**config.mk**
```make
export PLATFORM = sky130hd
export DESIGN_NAME = imem_boot_fetch_flat
export DESIGN_NICKNAME = d
export VERILOG_FILES = /design/src/rtl/imem_pkg.sv /design/src/rtl/imem_boot_fetch_if.sv /design/src/rtl/imem_array.sv /design/src/rtl/imem_boot_fetch.sv /design/src/flat_wrapper.sv
export SDC_FILE = /design/constraint.sdc
export NUM_CORES = 1
export LEC_CHECK = 0
export CORE_MARGIN = 2
export CORE_UTILIZATION = 60
export DETAILED_ROUTE_END_ITERATION = 10
export PLACE_DENSITY = 0.77
export SLEW_MARGIN = 15
export SYNTH_ARGS = -nofsm -noshare
export SYNTH_HDL_FRONTEND = slang
export SYNTH_HIERARCHICAL = 1
export SYNTH_SLANG_ARGS = --single-unit
```
**constraint.sdc**
```tcl
create_clock -name clk -period 8.3 [get_ports clk]
set_input_delay 1.245 -clock clk [delete_from_list [all_inputs] [get_ports clk]]
set_output_delay 1.245 -clock clk [all_outputs]
set_load 0.05 [all_outputs]
```
**src/rtl/imem_pkg.sv**
```systemverilog
// Shared types and helpers for the boot-loaded instruction memory.
// Holds the boot state encoding, the default NOP word and the parity helper.
package imem_pkg;

    typedef enum logic [1:0] {
        CLEAR = 2'd0,
        LOAD  = 2'd1,
        RUN   = 2'd2
    } state_e;

    localparam logic [15:0] NOP_DEFAULT = 16'h0000;

    // Even-parity bit: the stored word plus this bit always XOR to zero.
    // Narrow operands are zero-extended by the caller, which leaves the XOR unchanged.
    function automatic logic parity_of(input logic [63:0] d);
        return ^d;
    endfunction

endpackage

```
**src/rtl/imem_boot_fetch_if.sv**
```systemverilog
// Load-port and fetch-port bundle between the IF stage and the instruction memory.
// The master modport belongs to the PC/loader side, the slave modport to the memory.
interface imem_boot_fetch_if #(
    parameter int DATA_W = 16,
    parameter int ADDR_W = 16
);
    logic              ld_valid;
    logic [DATA_W-1:0] ld_data;
    logic              ld_last;
    logic              ld_par_inv;
    logic              ld_ready;
    logic              boot_done;
    logic              fetch_req;
    logic [ADDR_W-1:0] fetch_addr;
    logic              stall;
    logic [DATA_W-1:0] instr;
    logic              instr_valid;
    logic [1:0]        fault;
    logic              parity_err;

    modport master (
        output ld_valid, ld_data, ld_last, ld_par_inv, fetch_req, fetch_addr, stall,
        input  ld_ready, boot_done, instr, instr_valid, fault, parity_err
    );

    modport slave (
        input  ld_valid, ld_data, ld_last, ld_par_inv, fetch_req, fetch_addr, stall,
        output ld_ready, boot_done, instr, instr_valid, fault, parity_err
    );
endinterface

```
**src/rtl/imem_array.sv**
```systemverilog
// DEPTH x W storage with one write port and one registered read port.
// The read register resets to RST_WORD so the fetch output starts at a known word.
module imem_array #(
    parameter int           W        = 16,
    parameter int           DEPTH    = 64,
    parameter int           IDX_W    = $clog2(DEPTH),
    parameter logic [W-1:0] RST_WORD = '0
) (
    input  logic             clk,
    input  logic             rst,
    input  logic             i_we,
    input  logic [IDX_W-1:0] i_waddr,
    input  logic [W-1:0]     i_wdata,
    input  logic             i_re,
    input  logic [IDX_W-1:0] i_raddr,
    output logic [W-1:0]     o_rdata
);

    logic [W-1:0] r_mem [DEPTH];
    logic [W-1:0] r_rdata;

    // NOTE: storage has no reset; the CLEAR pass writes every word before any fetch is served.
    always_ff @(posedge clk) begin
        if (i_we)
            r_mem[i_waddr] <= i_wdata;
    end

    // NOTE: sequential state is always updated with <= so every register samples pre-edge values.
    always_ff @(posedge clk or negedge rst) begin
        if (!rst)
            r_rdata <= RST_WORD;
        else if (i_re)
            r_rdata <= r_mem[i_raddr];
    end

    assign o_rdata = r_rdata;

endmodule

```
**src/rtl/imem_boot_fetch.sv**
```systemverilog
// Instruction memory with boot sequence: CLEAR to NOP, stream-load a program, then serve fetches.
// Optional feature macro IMEM_PARITY_EN adds a stored even-parity bit per word and parity_err.
module imem_boot_fetch
    import imem_pkg::*;
#(
    parameter int                DATA_W   = 16,
    parameter int                DEPTH    = 64,
    parameter int                ADDR_W   = 16,
    parameter logic [DATA_W-1:0] NOP_WORD = DATA_W'(NOP_DEFAULT)
) (
    input  logic               clk,
    input  logic               rst,
    imem_boot_fetch_if.slave   bus
);

    localparam int IDX_W = $clog2(DEPTH);

`ifdef IMEM_PARITY_EN
    localparam int                MEM_W   = DATA_W + 1;
    localparam logic [MEM_W-1:0]  NOP_MEM = {parity_of(64'(NOP_WORD)), NOP_WORD};
`else
    localparam int                MEM_W   = DATA_W;
    localparam logic [MEM_W-1:0]  NOP_MEM = NOP_WORD;
`endif

    state_e             r_state;
    state_e             w_state_nxt;
    logic [IDX_W-1:0]   r_clr_cnt;
    logic [IDX_W-1:0]   r_ld_ptr;
    logic               r_valid;
    logic [1:0]         r_fault;

    logic               w_we;
    logic [IDX_W-1:0]   w_waddr;
    logic [MEM_W-1:0]   w_wdata;
    logic               w_ld_acc;
    logic [MEM_W-1:0]   w_ld_word;
    logic [MEM_W-1:0]   w_rdata;
    logic [ADDR_W-1:0]  w_idx;
    logic               w_misaligned;
    logic               w_range_err;
    logic               w_fetch;

`ifdef IMEM_PARITY_EN
    assign w_ld_word = {parity_of(64'(bus.ld_data)) ^ bus.ld_par_inv, bus.ld_data};
`else
    logic w_unused_par_inv;
    assign w_unused_par_inv = bus.ld_par_inv;
    assign w_ld_word        = bus.ld_data;
`endif

    always_ff @(posedge clk or negedge rst) begin
        if (!rst)
            r_state <= CLEAR;
        else
            r_state <= w_state_nxt;
    end

    // NOTE: every signal gets a default before the case so no path can infer a latch.
    always_comb begin
        w_state_nxt = r_state;
        w_we        = 1'b0;
        w_waddr     = r_clr_cnt;
        w_wdata     = NOP_MEM;
        w_ld_acc    = 1'b0;
        case (r_state)
            CLEAR: begin
                w_we = 1'b1;
                if (r_clr_cnt == IDX_W'(DEPTH - 1))
                    w_state_nxt = LOAD;
            end
            LOAD: begin
                w_ld_acc = bus.ld_valid;
                w_we     = bus.ld_valid;
                w_waddr  = r_ld_ptr;
                w_wdata  = w_ld_word;
                // No wrap: the word written at the last index ends loading.
                if (bus.ld_valid && (bus.ld_last || r_ld_ptr == IDX_W'(DEPTH - 1)))
                    w_state_nxt = RUN;
            end
            RUN:     w_state_nxt = RUN;
            default: w_state_nxt = CLEAR;
        endcase
    end

    always_ff @(posedge clk or negedge rst) begin
        if (!rst) begin
            r_clr_cnt <= '0;
            r_ld_ptr  <= '0;
        end else begin
            if (r_state == CLEAR)
                r_clr_cnt <= r_clr_cnt + 1'b1;
            if (w_ld_acc)
                r_ld_ptr <= r_ld_ptr + 1'b1;
        end
    end

    assign w_idx        = {1'b0, bus.fetch_addr[ADDR_W-1:1]};
    assign w_misaligned = bus.fetch_addr[0];
    assign w_range_err  = (w_idx >= ADDR_W'(DEPTH));
    assign w_fetch      = (r_state == RUN) && !bus.stall && bus.fetch_req;

    imem_array #(
        .W        (MEM_W),
        .DEPTH    (DEPTH),
        .IDX_W    (IDX_W),
        .RST_WORD (NOP_MEM)
    ) u_array (
        .clk     (clk),
        .rst     (rst),
        .i_we    (w_we),
        .i_waddr (w_waddr),
        .i_wdata (w_wdata),
        .i_re    (w_fetch),
        .i_raddr (w_idx[IDX_W-1:0]),
        .o_rdata (w_rdata)
    );

    // Stall freezes everything; an idle unstalled RUN cycle only drops instr_valid.
    always_ff @(posedge clk or negedge rst) begin
        if (!rst) begin
            r_valid <= 1'b0;
            r_fault <= 2'b00;
        end else if (w_fetch) begin
            r_valid <= 1'b1;
            r_fault <= {w_range_err, w_misaligned};
        end else if (r_state == RUN && !bus.stall) begin
            r_valid <= 1'b0;
        end
    end

    // The read register and the fault register update together, so the mux output holds with them.
    assign bus.instr       = (r_fault != 2'b00) ? NOP_WORD : w_rdata[DATA_W-1:0];
    assign bus.instr_valid = r_valid;
    assign bus.fault       = r_fault;
    assign bus.ld_ready    = (r_state == LOAD);
    assign bus.boot_done   = (r_state == RUN);

`ifdef IMEM_PARITY_EN
    assign bus.parity_err = (r_fault == 2'b00) &&
                            (parity_of(64'(w_rdata[DATA_W-1:0])) != w_rdata[DATA_W]);
`else
    assign bus.parity_err = 1'b0;
`endif

endmodule

```
**src/flat_wrapper.sv**
```systemverilog
// flat-port wrapper written by rule: the top's interface ports become plain ports
module imem_boot_fetch_flat import imem_pkg::*;
#(
    parameter int                DATA_W   = 16,
    parameter int                DEPTH    = 64,
    parameter int                ADDR_W   = 16,
    parameter logic [DATA_W-1:0] NOP_WORD = DATA_W'(NOP_DEFAULT)
)
  (clk, rst, bus_ld_valid, bus_ld_data, bus_ld_last, bus_ld_par_inv, bus_fetch_req, bus_fetch_addr, bus_stall, bus_ld_ready, bus_boot_done, bus_instr, bus_instr_valid, bus_fault, bus_parity_err);
  imem_boot_fetch_if #(.DATA_W(DATA_W), .ADDR_W(ADDR_W)) bus_i ();
  input  logic clk;
  input  logic rst;
  input wire logic [$bits(bus_i.ld_valid)-1:0] bus_ld_valid;
  input wire logic [$bits(bus_i.ld_data)-1:0] bus_ld_data;
  input wire logic [$bits(bus_i.ld_last)-1:0] bus_ld_last;
  input wire logic [$bits(bus_i.ld_par_inv)-1:0] bus_ld_par_inv;
  input wire logic [$bits(bus_i.fetch_req)-1:0] bus_fetch_req;
  input wire logic [$bits(bus_i.fetch_addr)-1:0] bus_fetch_addr;
  input wire logic [$bits(bus_i.stall)-1:0] bus_stall;
  output wire logic [$bits(bus_i.ld_ready)-1:0] bus_ld_ready;
  output wire logic [$bits(bus_i.boot_done)-1:0] bus_boot_done;
  output wire logic [$bits(bus_i.instr)-1:0] bus_instr;
  output wire logic [$bits(bus_i.instr_valid)-1:0] bus_instr_valid;
  output wire logic [$bits(bus_i.fault)-1:0] bus_fault;
  output wire logic [$bits(bus_i.parity_err)-1:0] bus_parity_err;
  assign bus_i.ld_valid = bus_ld_valid;
  assign bus_i.ld_data = bus_ld_data;
  assign bus_i.ld_last = bus_ld_last;
  assign bus_i.ld_par_inv = bus_ld_par_inv;
  assign bus_i.fetch_req = bus_fetch_req;
  assign bus_i.fetch_addr = bus_fetch_addr;
  assign bus_i.stall = bus_stall;
  assign bus_ld_ready = bus_i.ld_ready;
  assign bus_boot_done = bus_i.boot_done;
  assign bus_instr = bus_i.instr;
  assign bus_instr_valid = bus_i.instr_valid;
  assign bus_fault = bus_i.fault;
  assign bus_parity_err = bus_i.parity_err;
  imem_boot_fetch #(.DATA_W(DATA_W), .DEPTH(DEPTH), .ADDR_W(ADDR_W), .NOP_WORD(NOP_WORD)) u_core (.clk(clk), .rst(rst), .bus(bus_i));
endmodule
```
* Yosys cells after proc, flatten, opt, wreduce, memory -nomap -nowiden
Memory sizes are Yosys's and may differ from the RTL's. A register that Yosys moved wholly into a read port is not among the register bits.
Cells that the tools add are included.
** Storage, ports and cells
- Flip-flop bits (word level) :: 17
- Memory bits (writable) :: 1024
- Input bits :: 39
- Output and inout bits :: 22
- Word-level logic and storage cells :: 37
- Memories kept :: 1
** Operators by class
- Add/sub/neg operators :: 2
- Magnitude comparators :: 1
- Equality and inequality tests :: 6
- Mux-type cells :: 12
- Reductions and logical operators :: 10
** Memories
- u_core.u_array.r_mem :: depth 64, bits a word 16, read ports 1, clocked after Yosys merged registers in 1, write ports 1, RTL line imem_array.sv:19 : logic [W-1:0] r_mem [DEPTH];
** Operators by type and width (count)
- 16-bit 2-to-1 mux :: 2
- 15-bit by 7-bit >= comparator with 1-bit output (second input constant) :: 1
- 6-bit by 1-bit adder with 6-bit output (second input constant) :: 2
- 6-bit equality test (second input constant) :: 2
- 6-bit 2-to-1 mux :: 1
- 2-bit case mux with 3 select lines :: 1
- 1-bit 2-to-1 mux :: 5
- 2-bit 2-to-1 mux :: 2
- 2-bit by 1-bit != test with 1-bit output (second input constant) :: 2
- 2-bit nonzero test :: 2
- 1-bit logical AND :: 3
- 2-bit by 1-bit equality test with 1-bit output (second input constant) :: 1
- 2-bit equality test (second input constant) :: 1
- 1-bit zero test :: 2
- 2-bit zero test :: 1
- 1-bit case mux with 2 select lines :: 1
- 2-bit AND reduction :: 1
- 1-bit logical OR :: 1

* Logic depth before layout (Yosys ltp)
- Word-level depth :: 5
- Depth in mapped cells :: 10

* Hierarchy
Netlist, hierarchy kept.
** By module, submodules not included
- imem_array :: times used 1, cells an instance 1897, area each 39925.8 sq um, seq. area each 31149.9 sq um
- imem_boot_fetch :: times used 1, cells an instance 116, area each 1128.6 sq um, seq. area each 425.4 sq um

* Least setup slack after synthesis
Ideal clock, no wire load.
- Path type :: register to register
- Start :: register u_core.r_state[1]
- End :: memory u_core.u_array.r_mem[48][0] (enable)
- Library setup time :: 409 ps
- Arrival :: 3364 ps
- Required time :: 7891 ps
- Slack :: 4527 ps
- Cell stages (with the launch flop) :: 9
- Path buffers :: 3
- Clock period less this slack :: 3773 ps
- Cells stage by stage :: dfrtp_1 > inv_1 > ha_1 > buf_4 > buf_2 > mux2_2 > clkbuf_1 > or3_1 > nor3_1
** Between the ends
- Elaborated cells between the ends (all ways) :: 6
** RTL lines
- start: declaration :: RTL line imem_boot_fetch.sv:26 : state_e r_state;
- start signal: assignment :: RTL line imem_boot_fetch.sv:56 : r_state <= w_state_nxt;
- 2-bit by 1-bit equality test with 1-bit output
- via bus_ld_ready :: RTL line flat_wrapper.sv:20 : output wire logic [$bits(bus_i.ld_ready)-1:0] bus_ld_ready;
- 6-bit 2-to-1 mux :: RTL line imem_boot_fetch.sv:66 : case (r_state)
- via u_core.w_waddr[3] :: RTL line imem_boot_fetch.sv:34 : logic [IDX_W-1:0] w_waddr;
- end: declaration :: RTL line imem_array.sv:19
The timed path passes the listed nets, and every way through them passes these cells.

* Worst setup path in the final report
- Start :: register u_core.r_fault[1], in the netlist u_core/bus.fault[1]
- End :: output port bus_instr[0]
** Between the ends
- Cells in the longest elaborated chain, start to end :: 2
** RTL lines
- start: declaration :: RTL line imem_boot_fetch.sv:31 : logic [1:0] r_fault;
- start signal: assignment :: RTL line imem_boot_fetch.sv:126 : r_fault <= {w_range_err, w_misaligned};
- 2-bit nonzero test :: RTL line imem_boot_fetch.sv:133 : assign bus.instr = (r_fault != 2'b00) ? NOP_WORD : w_rdata[DATA_W-1:0];
- 16-bit 2-to-1 mux :: RTL line imem_boot_fetch.sv:133
- end: declaration :: RTL line flat_wrapper.sv:22 : output wire logic [$bits(bus_i.instr)-1:0] bus_instr;
Every way passes these cells.

==> reports/results.ini <==
[outcome]
outcome = finished clean

[worst_setup_path]
reg2regPathDepth = 7
end_kind = primary output
required_ns = 7.05
path_delay_family = simple AND/OR/NAND/NOR gates
critPathKind = flop to primary output
r2r-end = u_core/u_array/r_mem[46][1]
start_kind = flop
cp.arrival_ns = 3.00
path_cells = nor2_1 -> and2_1 -> clkdlybuf4s50_1
crit_path_max_incr_delay_ns = 0.86
ff2ff_setup_slack_ns = 4.39
timing.critical_path.buf_inv = 1
cp_max_fo = 16
regToRegStartpoint = u_core/r_state[1]
crit_slowest_cell = nor2_1

[clock_tree]
postCtsHoldBufs = 0
cts-resized-gates = 0
path_clk_slew_ns = 0.06
cts_tree = built
clock_path_buffers = 3
cts_buffers = 101
postCtsSetupBuffers = 0
htreeDepth = 3
root_buffer = clkbuf_16
cts_sinks = 1057
clock_latency_ns = 0.65

[timing]
finalSetupTns_ns = 0
finalClockSkew_ns = 0.0171
fin_crit_sh_pct = 51.2
period_needed_ns = 4.25
rsz0062_at_grt = no
hold_viol_final = 0
slew_headroom_pct = 21.0
finalSetupViolations = 0
tightest_slew_ns = 1.18
holdWs_ns = 0.512
final.setup.worst_slack_ns = 4.05
final-max-slew-violation-count = 0
fmax_ghz = 0.235

[power_and_ir_drop]
cellPowerDensity_nw_per_um2 = 228
pwr-share-comb_pct = 2.5
power_frac_seq_pct = 54.9
p_sw_share_pct = 19.3
p_sw_mw = 2.02
clkPwrFrac_pct = 42.6
cellLeakagePower_nw = 12.6
peakVddDrop_v = 0.000155
p_int_mw = 8.46

[synthesis]
synth_edf_count = 1024
syn_area_um2 = 41100
synth_fa_ha_area_share_pct = 0.152
synth_top_family_by_area = multiplexers
yosys.area_share.simple_pct = 3.23
synthXorXnorAreaFrac_pct = 0.213
yosysMostFrequentCell = edfxtp_1
synth_compound_area_share_pct = 3.13
yosys_register_bits = 1057
syn_nets = 2057
synthTopCellsByCount = 1,024 x edfxtp_1, 192 x mux4_2, 112 x mux2i_1, 89 x nor2_1, 79 x a22oi_1
synth_top_area_cell = edfxtp_1
synth_flop_cell = edfxtp_1
synthMuxAreaShare_pct = 14.9
avgSynthCellArea_um2 = 20.4
synth_cells = 2013
async_flop_share_pct = 3.12
ys_seq_area_share_pct = 76.9
ys_types = 48
yosysTopAreaCellShare_pct = 74.9
synth.area.top_cells = edfxtp_1 75%, mux4_2 11%, mux2i_1 2.7%
yosys_warnings = 6

[hold_path]
hold_class = flop to flop
hold_path.startpoint = u_core/bus.instr_valid
hold_end = u_core/bus.instr_valid
hold_path_depth = 2

[placed_design]
hpwl_um = 50200
pre_cts_slack_ns = 3.55
portBuffers = 58
gp_routability_congestion = 0.814

[floorplanning]
rows = 95
die_h_um = 266
core_um2 = 67500
num_io_pins = 61
start_util_pct = 60.8
die_w_um = 266
fp.dieArea_um2 = 70500

[routing]
routed_wl_um = 90700
drc_errors = 0
vias_per_cell = 6.61
drtIter0Drc = 2356
antenna_left = 0
first_pass_iters = 5
wl_per_cell_um = 29.4
dr_total_vias = 20400

[grt]
grt_max_degree = 115
grt.total_usage_pct = 26.2
gr-total-overflow = 0
grt_first_pass_wirelength_um = 134000
grt_antenna_before_repair = 0
grt_pass1_vias = 20800

[layout]
post_route_cells_drive_above_1_share_pct = 23.3
n_antenna_cell = 0
fin_nets = 2173
syn_to_final_growth_pct = 12.0
fill_cells = 4081
multi_input_area_um2 = 8980
ff_latch_area_um2 = 31600

[job]
drv_cap = 0

[flip-flops by register name (all words and copies together) (netlist names)]
| register | flops |
|---|---|
| u_core/bus.fault | 2 |
| u_core/u_array/o_rdata | 16 |
| u_core/r_state | 2 |
| u_core/bus.instr_valid | 1 |
| u_core/u_array/r_mem | 1024 |
| u_core/r_ld_ptr | 6 |
| u_core/r_clr_cnt | 6 |
[worst register-to-register path, cell delays in order (launching register included)]
cell and delay, ns:
dfrtp_1 0.40, inv_1 0.09, ha_1 0.70, nand2_1 0.21, nand2_1 0.33, nor2b_1 0.30
nand3_1 0.49, nor2_2 1.00
[metrics by stage]
step                      util [%]  instance area, um2  power [mW]  cells
final                         68.1               46000        10.5   3085
after global routing          68.1               46000        10.7   3085
after CTS                     68.1               46000        10.5   3085
after detailed placement      63.3               42800        6.13   2899
after global placement        63.3               42800        6.13   2899
after floorplan                  -               41100        6.05   2013
[worst max path at each step]
stage,from,endpoint,slack [ns],cells after the start
floorplan,u_core/r_state[1],u_core/u_array/r_mem[48][0],4.53,8
global placement,bus_stall,u_core/u_array/o_rdata[0],3.66,7
detailed placement,bus_stall,u_core/u_array/o_rdata[0],3.55,7
CTS,u_core/bus.fault[1],bus_instr[0],3.96,3
global route,u_core/bus.fault[1],bus_instr[0],3.89,3
finish,u_core/bus.fault[1],bus_instr[0],4.05,3
[kinds of logic (layout without fill, tap and decap cells)]
kind of cell / Yosys count / after routing
DFF: 1057 / 1057
muxes: 362 / 362
and+or+nand+nor: 265 / 265
AOI/OAI and AO/OA: 198 / 198
buffers and inverters: 115 / 314
xor gates and xnor gates: 10 / 10
adders and majority gates: 5 / 5
other: 1 / 1
[per-layer routing]
metal | GRT usage, % | part of all wire [%] | up-vias
met3 | 4.99 | 9.3 | 143
met5 | 0 | 0 | -
met1 | 36.9 | 38 | 10700
met2 | 41.9 | 49 | 1076
li1 | - | - | 8493
met4 | 8.91 | 2.9 | 0
[placed cells by master, fill, tap and decap left out, types with 19 or more instances in the layout]
master / Yosys / routed
nor2b_1: 22 / 20
edfxtp_1: 1024 / 1024
mux2_2: 55 / 55
clkdlybuf4s50_1: 0 / 54
clkbuf_1: 52 / 30
nand3_1: 24 / 24
buf_4: 4 / 63
mux4_2: 192 / 192
o22ai_1: 63 / 63
a22oi_1: 79 / 79
nor2_2: 0 / 23
nor2_1: 89 / 65
a21oi_1: 50 / 50
clkbuf_16: 0 / 103
nand2_1: 49 / 49
clkinv_2: 0 / 19
mux2i_1: 112 / 112
dfrtp_1: 33 / 33
[power groups by stage]
stage | logic (mW) | clock network, mW | registers, mW
final | 0.259 | 4.47 | 5.76
after global placement | 0.256 | 0 | 5.87
after floorplan | 0.178 | 0 | 5.87
after detailed placement | 0.257 | 0 | 5.87
after global routing | 0.274 | 4.71 | 5.76
after CTS | 0.259 | 4.52 | 5.76
[cell type report]
| class | instances | share of cell area (%) |
|---|---|---|
| clock inverters | 48 | 1.01 |
| clock buffers | 138 | 6.00 |
| repair buffers | 123 | 2.38 |
| well taps | 873 | 2.38 |
| flip-flops and latches | 1057 | 68.7 |
| multi-input cells | 841 | 19.5 |
| inverters | 5 | 0.0408 |
(Power assumes the default switching activity.)
